`src/rtl/col2img_collect.sv`:
```
// Collects one output row of conv results into a line buffer, then streams it
// out as two-word beats. One frame is out_row rows.
module col2img_collect #(
  parameter int row        = 28,
  parameter int kernel     = 5,
  parameter int data_width = 16
) (
  input  logic                  clk,
  input  logic                  rst,
  input  logic                  start,
  input  logic                  in_valid,
  input  logic [data_width-1:0] in_data,
  output logic                  in_ready,
  output logic                  out_valid,
  input  logic                  out_ready,
  output logic [data_width-1:0] out1,
  output logic [data_width-1:0] out2,
  output logic                  out_last,
  output logic                  row_done,
  output logic                  frame_done,
  output logic [5:0]            row_cnt
);

  localparam int out_row = row - kernel + 1;
  localparam int beats   = out_row / 2;
  localparam int cw      = (out_row > 1) ? $clog2(out_row) : 1;
  localparam int bw      = (beats > 1) ? $clog2(beats) : 1;

  localparam logic [1:0] IDLE    = 2'd0;
  localparam logic [1:0] COLLECT = 2'd1;
  localparam logic [1:0] SEND    = 2'd2;
  localparam logic [1:0] DONE    = 2'd3;

  logic [1:0]            state;
  logic [cw-1:0]         col;
  logic [bw-1:0]         beat;
  logic [data_width-1:0] line_buf [out_row];

  logic          accept;
  logic          last_word;
  logic          beat_acc;
  logic          last_beat;
  logic          last_row;
  logic [bw-1:0] beat_nxt;
  logic [cw-1:0] rd_even;
  logic [cw-1:0] rd_odd;

  assign accept    = in_valid & in_ready;
  assign last_word = accept && (col == cw'(out_row - 1));
  assign beat_acc  = out_valid & out_ready;
  assign last_beat = (beat == bw'(beats - 1));
  assign last_row  = (row_cnt == 6'(out_row - 1));
  assign beat_nxt  = beat + 1'b1;
  assign rd_even   = cw'({beat_nxt, 1'b0});
  assign rd_odd    = cw'({beat_nxt, 1'b1});

  // Buffer is left out of reset so it maps onto plain RAM.
  always_ff @(posedge clk) begin
    if (accept) line_buf[col] <= in_data;
  end

  always_ff @(posedge clk or posedge rst) begin
    if (rst) begin
      state      <= IDLE;
      col        <= '0;
      beat       <= '0;
      row_cnt    <= '0;
      in_ready   <= 1'b0;
      out_valid  <= 1'b0;
      out1       <= '0;
      out2       <= '0;
      out_last   <= 1'b0;
      row_done   <= 1'b0;
      frame_done <= 1'b0;
    end else begin
      row_done   <= 1'b0;
      frame_done <= 1'b0;
      case (state)
        IDLE: begin
          if (start) begin
            state    <= COLLECT;
            col      <= '0;
            beat     <= '0;
            row_cnt  <= '0;
            in_ready <= 1'b1;
          end
        end
        COLLECT: begin
          if (accept) begin
            if (last_word) begin
              // First beat is loaded here so it is valid right after the last word.
              state     <= SEND;
              col       <= '0;
              in_ready  <= 1'b0;
              out_valid <= 1'b1;
              row_done  <= 1'b1;
              out1      <= line_buf[0];
              out2      <= (out_row == 2) ? in_data : line_buf[1];
              out_last  <= (beats == 1) && last_row;
            end else begin
              col <= col + 1'b1;
            end
          end
        end
        SEND: begin
          if (beat_acc) begin
            if (last_beat) begin
              beat      <= '0;
              out_valid <= 1'b0;
              out_last  <= 1'b0;
              if (last_row) begin
                state      <= DONE;
                frame_done <= 1'b1;
              end else begin
                state    <= COLLECT;
                row_cnt  <= row_cnt + 1'b1;
                in_ready <= 1'b1;
              end
            end else begin
              beat     <= beat_nxt;
              out1     <= line_buf[rd_even];
              out2     <= line_buf[rd_odd];
              out_last <= (beat_nxt == bw'(beats - 1)) && last_row;
            end
          end
        end
        default: begin
          state <= IDLE;
        end
      endcase
    end
  end

endmodule

```
`config.mk`:
```
export PLATFORM = sky130hd
export DESIGN_NAME = col2img_collect
export DESIGN_NICKNAME = d
export VERILOG_FILES = /design/src/rtl/col2img_collect.sv
export SDC_FILE = /design/constraint.sdc
export NUM_CORES = 1
export LEC_CHECK = 0
export ABC_AREA = 0
export CAP_MARGIN = 20
export CORE_ASPECT_RATIO = 1.4
export CORE_MARGIN = 1
export CORE_UTILIZATION = 53
export CTS_BUF_LIST = sky130_fd_sc_hd__clkbuf_4 sky130_fd_sc_hd__clkbuf_8
export CTS_CLUSTER_SIZE = 20
export DETAILED_ROUTE_END_ITERATION = 8
export GPL_TIMING_DRIVEN = 0
export PLACE_DENSITY = 0.71
export SKIP_CTS_REPAIR_TIMING = 1
export SLEW_MARGIN = 20
export SYNTH_ARGS = -nofsm -noshare
export SYNTH_HDL_FRONTEND = slang
export SYNTH_SLANG_ARGS = --single-unit
```
`constraint.sdc`:
```
create_clock -name clk -period 3.46 [get_ports clk]
set_clock_uncertainty 0.2 [all_clocks]
set_input_delay 0.346 -clock clk [delete_from_list [all_inputs] [get_ports clk]]
set_output_delay 0.346 -clock clk [all_outputs]
set_load 0.02 [all_outputs]
```
# Word level (Yosys, flattened, before mapping)
# Memories as Yosys holds them, arrays and structs flattened.
# Index checks and enable logic that the tools add are counted.
# word_totals
romBits	0
mem_bits_rw	384
word_cells	99
out_inout_bits	43
memories	1
latchBits	0
inputBits	21
ff_bits	54
# op_classes
reduce_logical	15
bitwise_logic	2
n_addsub	3
shift	0
div	0
n_lt_le_gt_ge	0
n_mul	0
muxes	54
eq_ne	13
# memory_table
name	words	word_bits	rd	rd_ports_with_merged_regs	write_ports	line	text
line_buf	24	16	4	0	1	37	logic [data_width-1:0] line_buf [out_row];
# ops
cell	count
$mux W16	8
$pmux W16 S2	2
$mux W6	4
$mux W1	21
$reduce_and A5 Y1	4
$mux W5	3
$ne A2 B2 Y1 const B	7
$mux W2	6
$mux W4	3
$pmux W6 S2	1
$pmux W5 S2	1
$eq A4 B4 Y1 const B	2
$pmux W4 S2	1
$reduce_and A7 Y1	1
$add A6 B1 Y6 const B	1
$eq A6 B5 Y1 const B	1
$pmux W2 S3	1
$reduce_and A3 Y1	2
$reduce_bool A2 Y1	3
$add A5 B1 Y5 const B	1
$eq A5 B5 Y1 const B	1
$add A4 B1 Y4 const B	1
$pmux W1 S2	2
$reduce_and A4 Y1	1
other kinds (7)	9

# Logic depth before layout (Yosys ltp)
# Gate-level depths: netlist (run 1).
# depth
word_depth	6
mapped_depth	11
depth_no_buf	6

# Least setup slack after synthesis (run 1)
# OpenSTA, ideal clock, no wires.
# synth_path
kind	reg2reg
start	reg beat[0]
end	reg out1[0]
t_required_ps	3136
setup_ps	124
path_stages_with_launch	11
path_buffers	5
setup_slack_ps	899
t_arrival_ps	2236
period_less_slack_ps	2561
path_cell_list	dfrtp_1 buf_6 buf_6 inv_2 ha_1 buf_2 buf_4 clkbuf_1 mux4_2 a221oi_2 o31ai_2
# synth_between
elab_chain_len	5
elab_cells_between_ends	8
cone_classes	add/sub (1); eq/ne (2); mux (3); reduce/logical (1); memory (1)
# synth_lines
element	line	text
from (decl)	36	logic [bw-1:0] beat;
from (signal assigned)	120	beat <= beat_nxt;
$add A4 B1 Y4	53	assign beat_nxt = beat + 1'b1;
$mem_v2 Z24 W16	--	
$mux W16	107	if (last_beat) begin
$mux W16	106	if (beat_acc) begin
$pmux W16 S2	78	case (state)
to (signal assigned)	97	out1 <= line_buf[0];
to (signal assigned)	121	out1 <= line_buf[rd_even];
to (decl)	16	output logic [data_width-1:0] out1,
# Parallel ways exist; a longest one is shown, timed or not. The select of a mux whose other input is x is not followed.
# A chain may end at the register's enable or synchronous reset.

# Worst setup path after layout (run 1)
# layout_path
start	reg beat[0]
end	reg out2[12]
# layout_between
elab_chain_len	5
elab_cells_between_ends	8
cone_classes	add/sub (1); eq/ne (2); mux (3); reduce/logical (1); memory (1)
# layout_lines
element	line	text
$add A4 B1 Y4	53	
$mem_v2 Z24 W16	--	
$mux W16	107	
$mux W16	106	
$pmux W16 S2	78	
to (signal assigned)	98	out2 <= (out_row == 2) ? in_data : line_buf[1];
to (signal assigned)	122	out2 <= line_buf[rd_odd];
to (decl)	17	output logic [data_width-1:0] out2,
# Parallel ways exist; a longest one is shown, timed or not. The select of a mux whose other input is x is not followed.

==> summary.txt, run 1 <==
Synth warn: 0
Initial antenna violation count: 1
Max VDD drop: 0.0003696 V
Initial core utilization: 0.5407
Synthesized flop and latch total: 438
Drt pass-1 iters: 5
First-pass GRT wire length: 60800 um
Inst Count DP: 1450
Core area: 0.03250 mm^2
Post-synth EDFFs: 384
Die height: 217.4 um
Initial DRC Count: 838
CTS tree: built
Commonest non-fill, non-tap cells in the layout: edfxtp_1, clkbuf_8, mux2i_1
Syn Area/Cell: 18.91 um^2
H-tree depth: 3
Top_reg_cell synth: edfxtp_1
RSZ-0062 raised after global routing: no
Final GP Congestion: 0.7833
Asr flop ratio synth: 0.1233
Tcrit/Tclk final: 0.9712
Final hold vios: 0
Worst EP required: 3.75 ns
Leakage power: 7.125 nW
CP Class: reg -> reg
Hold WC Path Type: in -> reg
Area contributors post-synth: edfxtp_1, mux4_2, dfrtp_1
Pins Over Slew Limit: 0
Final setup viols: 0
DRC: 0
Row count: 78
Final non-filler cell total: 1566
CP Launch Type: flip-flop
Clk_lat worst skew: 0.61 ns
IO buf count: 63
Post-DP HPWL: 26530 um
Status: finished, final reports clean
Fillcell total: 2271
Die ar.: 0.03390 mm^2
Largest net degree at the start of global routing: 34
Critical path peak fanout: 10
WL/cell: 26.16 um
Cell Pwr Density: 619.1 mW/mm^2
Yosys cell types: 50
Synthesized area: 0.01757 mm^2
Min Tclk post-route: 3.360 ns
Most common cell after layout, fill and taps aside: edfxtp_1
Area growth, synth to finish: 15.84%
Slew headroom: 0.2733
Worst Hold Depth: 3
Total CTS buffers: 66
Critical path arrival: 3.65 ns
Top Ports: 64
Routed Antenna Nets: 0
WL final: 40960 um
Cells after synthesis: 929
Clock Tree Root: clkbuf_8
Clk buf depth: 3
Sequential share of the synthesized area: 0.7331
Via/cell ratio: 6.107
Yosys top cell area share: 0.6562
TNS Setup: 0 ns
Vias: 9563
Worst-Margin Slew: 1.087 ns
Clk sinks: 438
Die width: 155.9 um
Reg area: 0.01288 mm^2
Vias in the first global route: 9862
Worst-path clk slew: 0.06 ns
Hold WS: 0.1979 ns
Syn nets: 957
Total power: 12.60 mW
R2r worst-path depth: 10
Multi-input logic area: 0.004354 mm^2
Number of max-cap violations: 0
CP Capture Type: flip-flop
Grt ovf: 0
Max frequency: 0.2976 GHz
Cell taking the most area after synthesis: edfxtp_1
GRT Overall Usage: 0.2528
Share of cells above drive strength 1: 0.2907
Nets: 1107
Utilization after layout: 0.6263
-- state kept, by name (all words and copies together), names as in the netlist --
register,flops
beat,4
col,5
frame_done,1
in_ready,1
line_buf,384
out1,16
out2,16
out_last,1
out_valid,1
row_cnt,6
row_done,1
state,2
-- worst paths after layout --
kind                       slack (ns)              endpoint                 from
setup reg to reg                  0.1  out2[12]$_DFFE_PP0P_  beat[0]$_DFFE_PP0P_
max in group asynchronous        2.06   out2[2]$_DFFE_PP0P_                  rst
hold reg to reg                  0.28   out2[5]$_DFFE_PP0P_  out2[5]$_DFFE_PP0P_
setup / recovery                  0.1  out2[12]$_DFFE_PP0P_  beat[0]$_DFFE_PP0P_
hold / removal                   0.20  state[1]$_DFFE_PP0P_            out_ready
min in group asynchronous        0.44    col[3]$_DFFE_PP0P_                  rst
-- worst max-delay path, cell delays in order, from the launching register on --
cell	delay (ns)
dfrtp_1	0.37
buf_6	0.14
buf_6	0.21
inv_2	0.08
ha_1	0.27
buf_2	0.14
buf_4	0.18
clkbuf_1	0.74
mux4_2	0.43
a221oi_2	0.36
o31ai_2	0.10
-- logic make-up after synthesis --
logic type                 after synthesis  share of synthesized area
AOI/OAI and AO/OA                      132                    0.07754
xor gates and xnor gates                 5                   0.002492
adders and majority gates                7                   0.004984
buffers and inverters                   67                    0.02421
DFF                                    438                     0.7331
muxes                                  130                     0.1196
and+or+nand+nor                        150                    0.03802
-- area by class of cell --
cell class / instances / share of cell area
Multi-Input combinational cell: 424 / 0.2139
Buffer: 57 / 0.01906
Clock buffer: 87 / 0.05391
Antenna cell: 1 / 0.0001229
Inverter: 10 / 0.001967
Tap cell: 440 / 0.02705
Timing Repair Buffer: 82 / 0.04297
Clock inverter: 27 / 0.008114
Sequential cell: 438 / 0.6329
-- where the power goes --
part	switching, mW	internal, mW	total, mW
combinational	1.36	1.00	2.36
clock	1.93	2.15	4.08
sequential	0.136	6.02	6.16
-- per-layer routing --
layer,GRT usage,part of all wire
met5,0,0
met4,0.1176,0.041
met3,0.05684,0.076
met2,0.4223,0.51
met1,0.3135,0.38
-- synthesized netlist by cell type, types with 2 or more instances --
library cell and number:
nand2_1 46, mux2i_1 66, nor2b_1 2, nand2b_1 5, xor2_1 4, buf_2 22
o31ai_2 19, o21ai_0 10, o31ai_1 14, o211ai_1 3, nand3b_1 2, a21boi_1 2
mux4_2 64, nor2_1 70, a21oi_1 3, inv_1 9, a221oi_2 30, dfrtp_1 54
and3_1 3, ha_1 7, nand3_1 11, edfxtp_1 384, buf_4 16, buf_6 11
o21a_1 2, nand4_1 2, a221oi_1 35, nor2_2 2, a21o_1 3, o22ai_1 2
clkbuf_1 7
-- stage by stage --
step	instance area [um^2]	worst slack, ns
3_5_place_dp	19080	0.1316
5_1_grt	20350	0.001398
6_report	20350	0.09959
2_1_floorplan	17570	0.8993
3_3_place_gp	18750	0.04900
4_1_cts	20340	0.1202
Note: power is estimated with default switching activity, not from simulation.
==> run 2, diff against run 1 <==
- CORE_MARGIN: 1 -> 2
- SLEW_MARGIN: 20 -> unset
==> summary.txt, run 2 (synthesis gave the netlist of run 1 again) <==
RSZ-0062 raised after global routing: no
Post-DP HPWL: 27250 um (+2.7%)
Worst Hold Depth: 3 (unchanged)
Finished Cell Area: 0.02063 mm^2 (+1.3%)
Row count: 78 (unchanged)
Critical path peak fanout: 10 (unchanged)
Hold WS: 0.2304 ns (+0.03251 ns)
Initial antenna violation count: 0 (-1)
Critical path arrival: 3.50 ns (-0.15 ns)
Area after DPL: 0.01923 mm^2 (+0.81%)
DRC: 0 (unchanged)
Nets: 1111 (+0.36%)
WL final: 41430 um (+1.1%)
Slew headroom: 0.3019 (+0.02855)
Grt ovf: 0 (unchanged)
Die ar.: 0.03465 mm^2 (+2.2%)
CP Launch Type: flip-flop
Initial DRC Count: 920 (+9.8%)
Worst EP required: 3.73 ns (-0.02 ns)
Initial core utilization: 0.5407 (unchanged)
Total CTS buffers: 66 (unchanged)
CTS tree: built
Clk_lat worst skew: 0.59 ns (-0.02 ns)
Status: finished, final reports clean
Vias in the first global route: 9835 (-0.27%)
Core area: 0.03250 mm^2 (unchanged)
Vias: 9526 (-0.39%)
Inst Count DP: 1453 (+0.21%)
First-pass GRT wire length: 60890 um (+0.15%)
Drt pass-1 iters: 5 (unchanged)
Final hold vios: 0 (unchanged)
Clk buf depth: 3 (unchanged)
Hold Crit Start: out_ready
Area growth, synth to finish: 17.40%
Utilization after layout: 0.6348 (+0.008431)
Worst-Margin Slew: 1.044 ns (-0.04269 ns)
Max FFs per register: 384 (unchanged)
Worst r2r src: beat[0]$_DFFE_PP0P_
Regs by FF count: line_buf: 384 flops, out1: 16 flops, out2: 16 flops
CP Capture Type: flip-flop
Pins Over Slew Limit: 0 (unchanged)
Max VDD drop: 0.0003956 V (+7.0%)
Hold-critical path endpoint: state[1]$_DFFE_PP0P_
Cell Pwr Density: 625.1 mW/mm^2 (+0.97%)
Routed Antenna Nets: 0 (unchanged)
Min Tclk post-route: 3.226 ns (-0.1348 ns)
Top Ports: 64 (unchanged)
Die width: 157.9 um (+1.3%)
WL/cell: 26.32 um (+0.61%)
CP Class: reg -> reg
Fillcell total: 2246 (-1.1%)
Largest net degree at the start of global routing: 36 (+5.9%)
Leakage power: 7.246 nW (+1.7%)
Hold WC Path Type: in -> reg
Worst-path clk slew: 0.06 ns (about the same)
Clock Tree Root: clkbuf_8
TNS Setup: 0 ns (unchanged)
GRT Overall Usage: 0.2477 (-0.005067)
R2R Setup Slk: 0.23 ns (+0.13 ns)
IO buf count: 63 (unchanged)
Die height: 219.4 um (+0.92%)
Number of max-cap violations: 0 (unchanged)
Most common cell after layout, fill and taps aside: edfxtp_1
Share of cells above drive strength 1: 0.2928 (+0.002102)
Tcrit/Tclk final: 0.9323 (-0.03895)
Final non-filler cell total: 1574 (+0.51%)
Clk sinks: 438 (unchanged)
Max frequency: 0.3100 GHz (+4.2%)
Final setup viols: 0 (unchanged)
Commonest non-fill, non-tap cells in the layout: edfxtp_1, clkbuf_8, mux2i_1
Antenna diode count: 0 (-1)
Worst reg2reg endpoint: out1[2]$_DFFE_PP0P_
R2r worst-path depth: 10 (unchanged)
H-tree depth: 3 (unchanged)
Final GP Congestion: 0.7872 (+0.50%)
Via/cell ratio: 6.052 (-0.89%)
Largest Register: line_buf
run 2: changes by cell type in the layout (fill, tap and decap cells not counted), moves of 3 or more:
| cell | previous run | this run |
|---|---|---|
| buf_6 | 22 | 11 |
| clkbuf_4 | 17 | 28 |
| buf_16 | 0 | 8 |
| clkinv_1 | 6 | 10 |
| nor2_4 | 6 | 0 |
| bufinv_16 | 1 | 4 |
| clkinv_2 | 16 | 6 |
| nor2_2 | 20 | 26 |
| buf_8 | 6 | 13 |
run 2: cell type report:
cell class              instances  area, um^2  share of cell area
plain buffers                  57       387.9             0.01880
clock buffers                  97        1166             0.05653
clock inverters                22       203.9            0.009887
inverters                      10       37.54            0.001820
multi-input cells             424        4324              0.2096
flip-flops and latches        438       12880              0.6245
well taps                     440       550.5             0.02669
repair buffers                 86        1076             0.05216
run 2: worst max path at each step:
stage                   startpoint                       end  slack (ns)
2_1_floorplan  beat[0]$_DFFE_PP0P_       out1[0]$_DFFE_PP0P_        0.90
6_report       beat[0]$_DFFE_PP0P_       out1[2]$_DFFE_PP0P_        0.23
3_3_place_gp              in_valid  line_buf[6][9]$_DFFE_PP_      -0.001
4_1_cts        beat[0]$_DFFE_PP0P_       out1[2]$_DFFE_PP0P_        0.21
5_1_grt        beat[0]$_DFFE_PP0P_       out1[2]$_DFFE_PP0P_        0.16
3_5_place_dp   beat[0]$_DFFE_PP0P_       out1[2]$_DFFE_PP0P_        0.21
run 2: worst max-delay path, cell delays in order (launching register included):
cell	delay [ns]
dfrtp_1	0.37
buf_6	0.14
buf_6	0.21
inv_2	0.08
ha_1	0.27
buf_2	0.13
buf_4	0.17
clkbuf_1	0.67
mux4_2	0.43
a221oi_2	0.34
o31ai_2	0.10
run 2: metrics by stage:
step / setup slack (ns) / power [mW]
floorplan: 0.8993 / 7.782
global placement: -0.001434 / 8.535
detailed placement: 0.2091 / 8.640
CTS: 0.2138 / 12.98
global route: 0.1558 / 13.38
finish: 0.2344 / 12.90
run 2: routing by layer:
| metal | GRT usage | part of all wire | vias to the layer above |
|---|---|---|---|
| met3 | 0.05352 | 0.082 | 106 |
| met4 | 0.1127 | 0.043 | 0 |
| met1 | 0.3129 | 0.37 | 4870 |
| met5 | 0 | 0 | - |
| li1 | - | - | 4093 |
| met2 | 0.4113 | 0.51 | 457 |
run 2: where the power goes:
part / total (mW) / internal (mW) / switching (mW)
logic: 2.37 / 1.01 / 1.36
clock network: 4.37 / 2.47 / 1.90
registers: 6.16 / 6.02 / 0.137
total: 12.9 / 9.50 / 3.40
==> RTL edit 1: new RTL, config.mk and constraints of run 1 <==
The parameter `row` goes from 28 to 56.
--- a/src/rtl/col2img_collect.sv
+++ b/src/rtl/col2img_collect.sv
@@ -2,5 +2,5 @@
 // out as two-word beats. One frame is out_row rows.
 module col2img_collect #(
-  parameter int row        = 28,
+  parameter int row        = 56,
   parameter int kernel     = 5,
   parameter int data_width = 16
Function: no difference found for any inputs over 4 cycles, from zero or initial values and one cycle with rst high; that may be too few to reach the edited logic, so the function may still have changed.
==> RTL edit 1 against run 1 <==
Sequential cell count up 450; final cell count rose by 99%; setup slack worse by 82 ps; wire length up 100%; sequential power increased by 100%; total power up 70%; synthesized area is 99% higher; cell area up 100%.
==> RTL edit 1: results (changes against run 1) <==
status -> complete, no violations
Post-DP Area -> 37700 µm² (+98%)
WHS -> 172 ps (-25.9 ps)
met3 Use GR -> 3.56% (-2.1 points)
post-synthesis compound-gate area fraction -> 5.01% (-2.7 points)
metal2 WL -> 43700 µm (+110%)
commonest cells in the synthesized netlist -> edfxtp_1 (832), mux4_2 (128), mux2_2 (127)
vias -> 19085 (+100%)
number of distinct library cells after synthesis -> 55 (+10%)
largest net degree at the start of global routing -> 52 (+53%)
EDFF count, synth -> 832 (+120%)
Max IR drop VDD -> 0.000285 V (-23%)
GP Congestion -> 0.915 (+17%)
Clk. pwr -> 7.98 mW (+96%)
first-pass GRT wire length -> 122000 µm (+100%)
DR pass1 iterations -> 7 (+2)
Synth Area in Adders -> 0.179% (-0.32 points)
post-place setup slack -> -1460 ps (-1590 ps)
multiplexer share of the synthesized area -> 13.3% (+1.3 points)
Synth Instances -> 1889 (+100%)
final WL -> 83700 µm (+100%)
ys async rst share -> 6.31% (-6.0 points)
CP arrival -> 3880 ps (+230 ps)
Fillers -> 4368 (+92%)
sequential power share -> 57.2% (+8.3 points)
hpwl dp -> 57500 µm (+120%)
worst hold stages -> 4 (+1)
Initial DRC Count -> 2169 (+160%)
vias in the first global route -> 19689 (+100%)
FF-to-FF path depth -> 12 (+2)
[RTL edit 1: changes by cell type after synthesis, moves of 62 or more]
cell,change
edfxtp_1,+448
o21ai_0,+71
a21oi_1,+68
mux2_2,+127
mux4_2,+64
nor3_1,+62
[RTL edit 1: layout make-up]
class / instances / area [µm²] / area share [%]
clock inverter: 58 / 362 / 0.872
sequential: 888 / 26400 / 63.6
inverter: 8 / 36.3 / 0.0875
antenna: 2 / 5.00 / 0.0121
clock buffer: 168 / 2080 / 5.02
multi-input combinational: 874 / 8830 / 21.3
timing repair buffer: 155 / 1820 / 4.39
tap: 847 / 1060 / 2.56
buffer: 118 / 876 / 2.11
[RTL edit 1: worst max-delay path, delay by kind of cell (launching register included)]
kind,cells,cell delay (ps)
buffers and inverters,7,1260
AOI/OAI and AO/OA,3,660
and+or+nand+nor,1,550
DFF,1,400
adders and majority gates,1,260
==> RTL edit 2: new RTL, settings of run 1 <==
Made on the original files. Reset style: synchronous (`rst`), changed in one clocked block.
--- a/src/rtl/col2img_collect.sv
+++ b/src/rtl/col2img_collect.sv
@@ -60,5 +60,5 @@
   end
 
-  always_ff @(posedge clk or posedge rst) begin
+  always_ff @(posedge clk) begin
     if (rst) begin
       state      <= IDLE;
Formal check against the unedited RTL: differs if rst is asserted again (counterexample within 4 cycles, from zero or initial values and one cycle with rst high); with rst held inactive, the same outputs for 4 cycles.
==> RTL edit 2 against run 1 <==
The run now ends with hold timing left; wire length rose by 2.2%; cell area fell by 0.37%; global-route usage rose by 0.32 points; critical path depth fell by 1; setup slack improved by 28 ps; sequential cell count did not move; synthesized area fell by 0.60%.
Power is not compared: it rests on default switching activity, and its combinational part moved more than twofold at a synthesized area within 25%.
==> RTL edit 2: results (changes against run 1) <==
status -> finished with violations
failing checks -> hold timing
largest cells by area after synthesis -> edfxtp_1 (66%), mux2i_1 (7.3%), dfxtp_1 (6.2%)
xor/xnor share of the synthesized area -> 0.609% (+0.36 points)
Num CTS Buffers -> 68 (+3.0%)
multiplexer share of the synthesized area -> 11.8% (-0.13 points)
worst hold stages -> 2 (-1)
Worst-Margin Slew -> 1190 ps (+105 ps)
post-synthesis compound-gate area fraction -> 7.90% (+0.15 points)
WL/cell -> 24.8 µm (-5.3%)
FF-to-FF path depth -> 9 (-1)
largest net degree at the start of global routing -> 25 (-26%)
PortBufs -> 62 (-1.6%)
Final Hold Viols -> 1 (+1)
total global-route track usage -> 25.6% (+0.32 points)
initial antenna violation count -> 0 (-1)
share of the synthesized area in the top cell type -> 66.0% (+0.39 points)
placed insts -> 1562 (+7.7%)
Final #Nets -> 1220 (+10%)
crit path launch -> beat[0]
commonest cells in the synthesized netlist -> edfxtp_1 (384), mux2i_1 (127), nand3_1 (76)
GP Congestion -> 0.897 (+15%)
number of distinct library cells after synthesis -> 43 (-14%)
WHS -> -63.8 ps (-262 ps)
hold path endpoint -> out_valid
first-pass GRT wire length -> 61200 µm (+0.65%)
flop2flop setup slack -> 130 ps (+30 ps)
CP arrival -> 3630 ps (-20 ps)
vias per cell -> 5.99 (-1.9%)
vias in the first global route -> 10230 (+3.7%)
reg2reg end -> out1[0]
mean post-synth cell area -> 16.7 µm² (-12%)
Synthesized Nets -> 1072 (+12%)
Min-Delay Startpoint -> rst
## RTL edit 2: per-stage QoR
step                      total power [mW]  area [µm²]  setup slack (ps)
after floorplan                       5.93       17500              1010
after global placement                6.06       18600             -5.11
after detailed placement              6.07       18900              44.1
after CTS                             10.5       20300               191
after global routing                  10.7       20300              75.2
final                                 10.4       20300               128
## RTL edit 2: logic make-up (layout without fill, tap and decap cells)
group	after synthesis	after routing
other cells	0	1
simple gates	167	167
compound gates	185	185
mux	160	160
buf+inv	77	281
xor+xnor	10	10
flops	438	438
fa+ha+maj	7	7
## RTL edit 2: cell type report
class,count,area (µm²)
multi-input combinational,529,4550
timing repair buffer,78,793
inverter,5,18.8
sequential,438,12600
clock inverter,38,283
buffer,72,350
fill,2381,12100
clock buffer,88,1120
antenna,1,2.50
tap,440,551
## RTL edit 2: power by group
part	switching, mW	internal, mW	total, mW
clock network	1.97	2.45	4.42
logic	0.143	0.0396	0.183
registers	0.0129	5.76	5.77
total	2.13	8.25	10.4
## RTL edit 2: how the worst max path moves through the flow
stage | to | slack [ps] | cells after the start
global placement | out_valid | -5 | 6
detailed placement | out2[1] | 40 | 7
global route | out1[0] | 80 | 9
CTS | out1[0] | 190 | 9
finish | out1[0] | 130 | 9
floorplan | out1[7] | 1010 | 8
## RTL edit 2: per-layer routing
metal | part of all wire, % | track usage (%) | vias up
met5 | 0 | 0 | -
met4 | 6.7 | 17.9 | 0
met3 | 5.3 | 3.37 | 133
met2 | 52 | 44.4 | 421
met1 | 36 | 29.3 | 5021
li1 | - | - | 4540
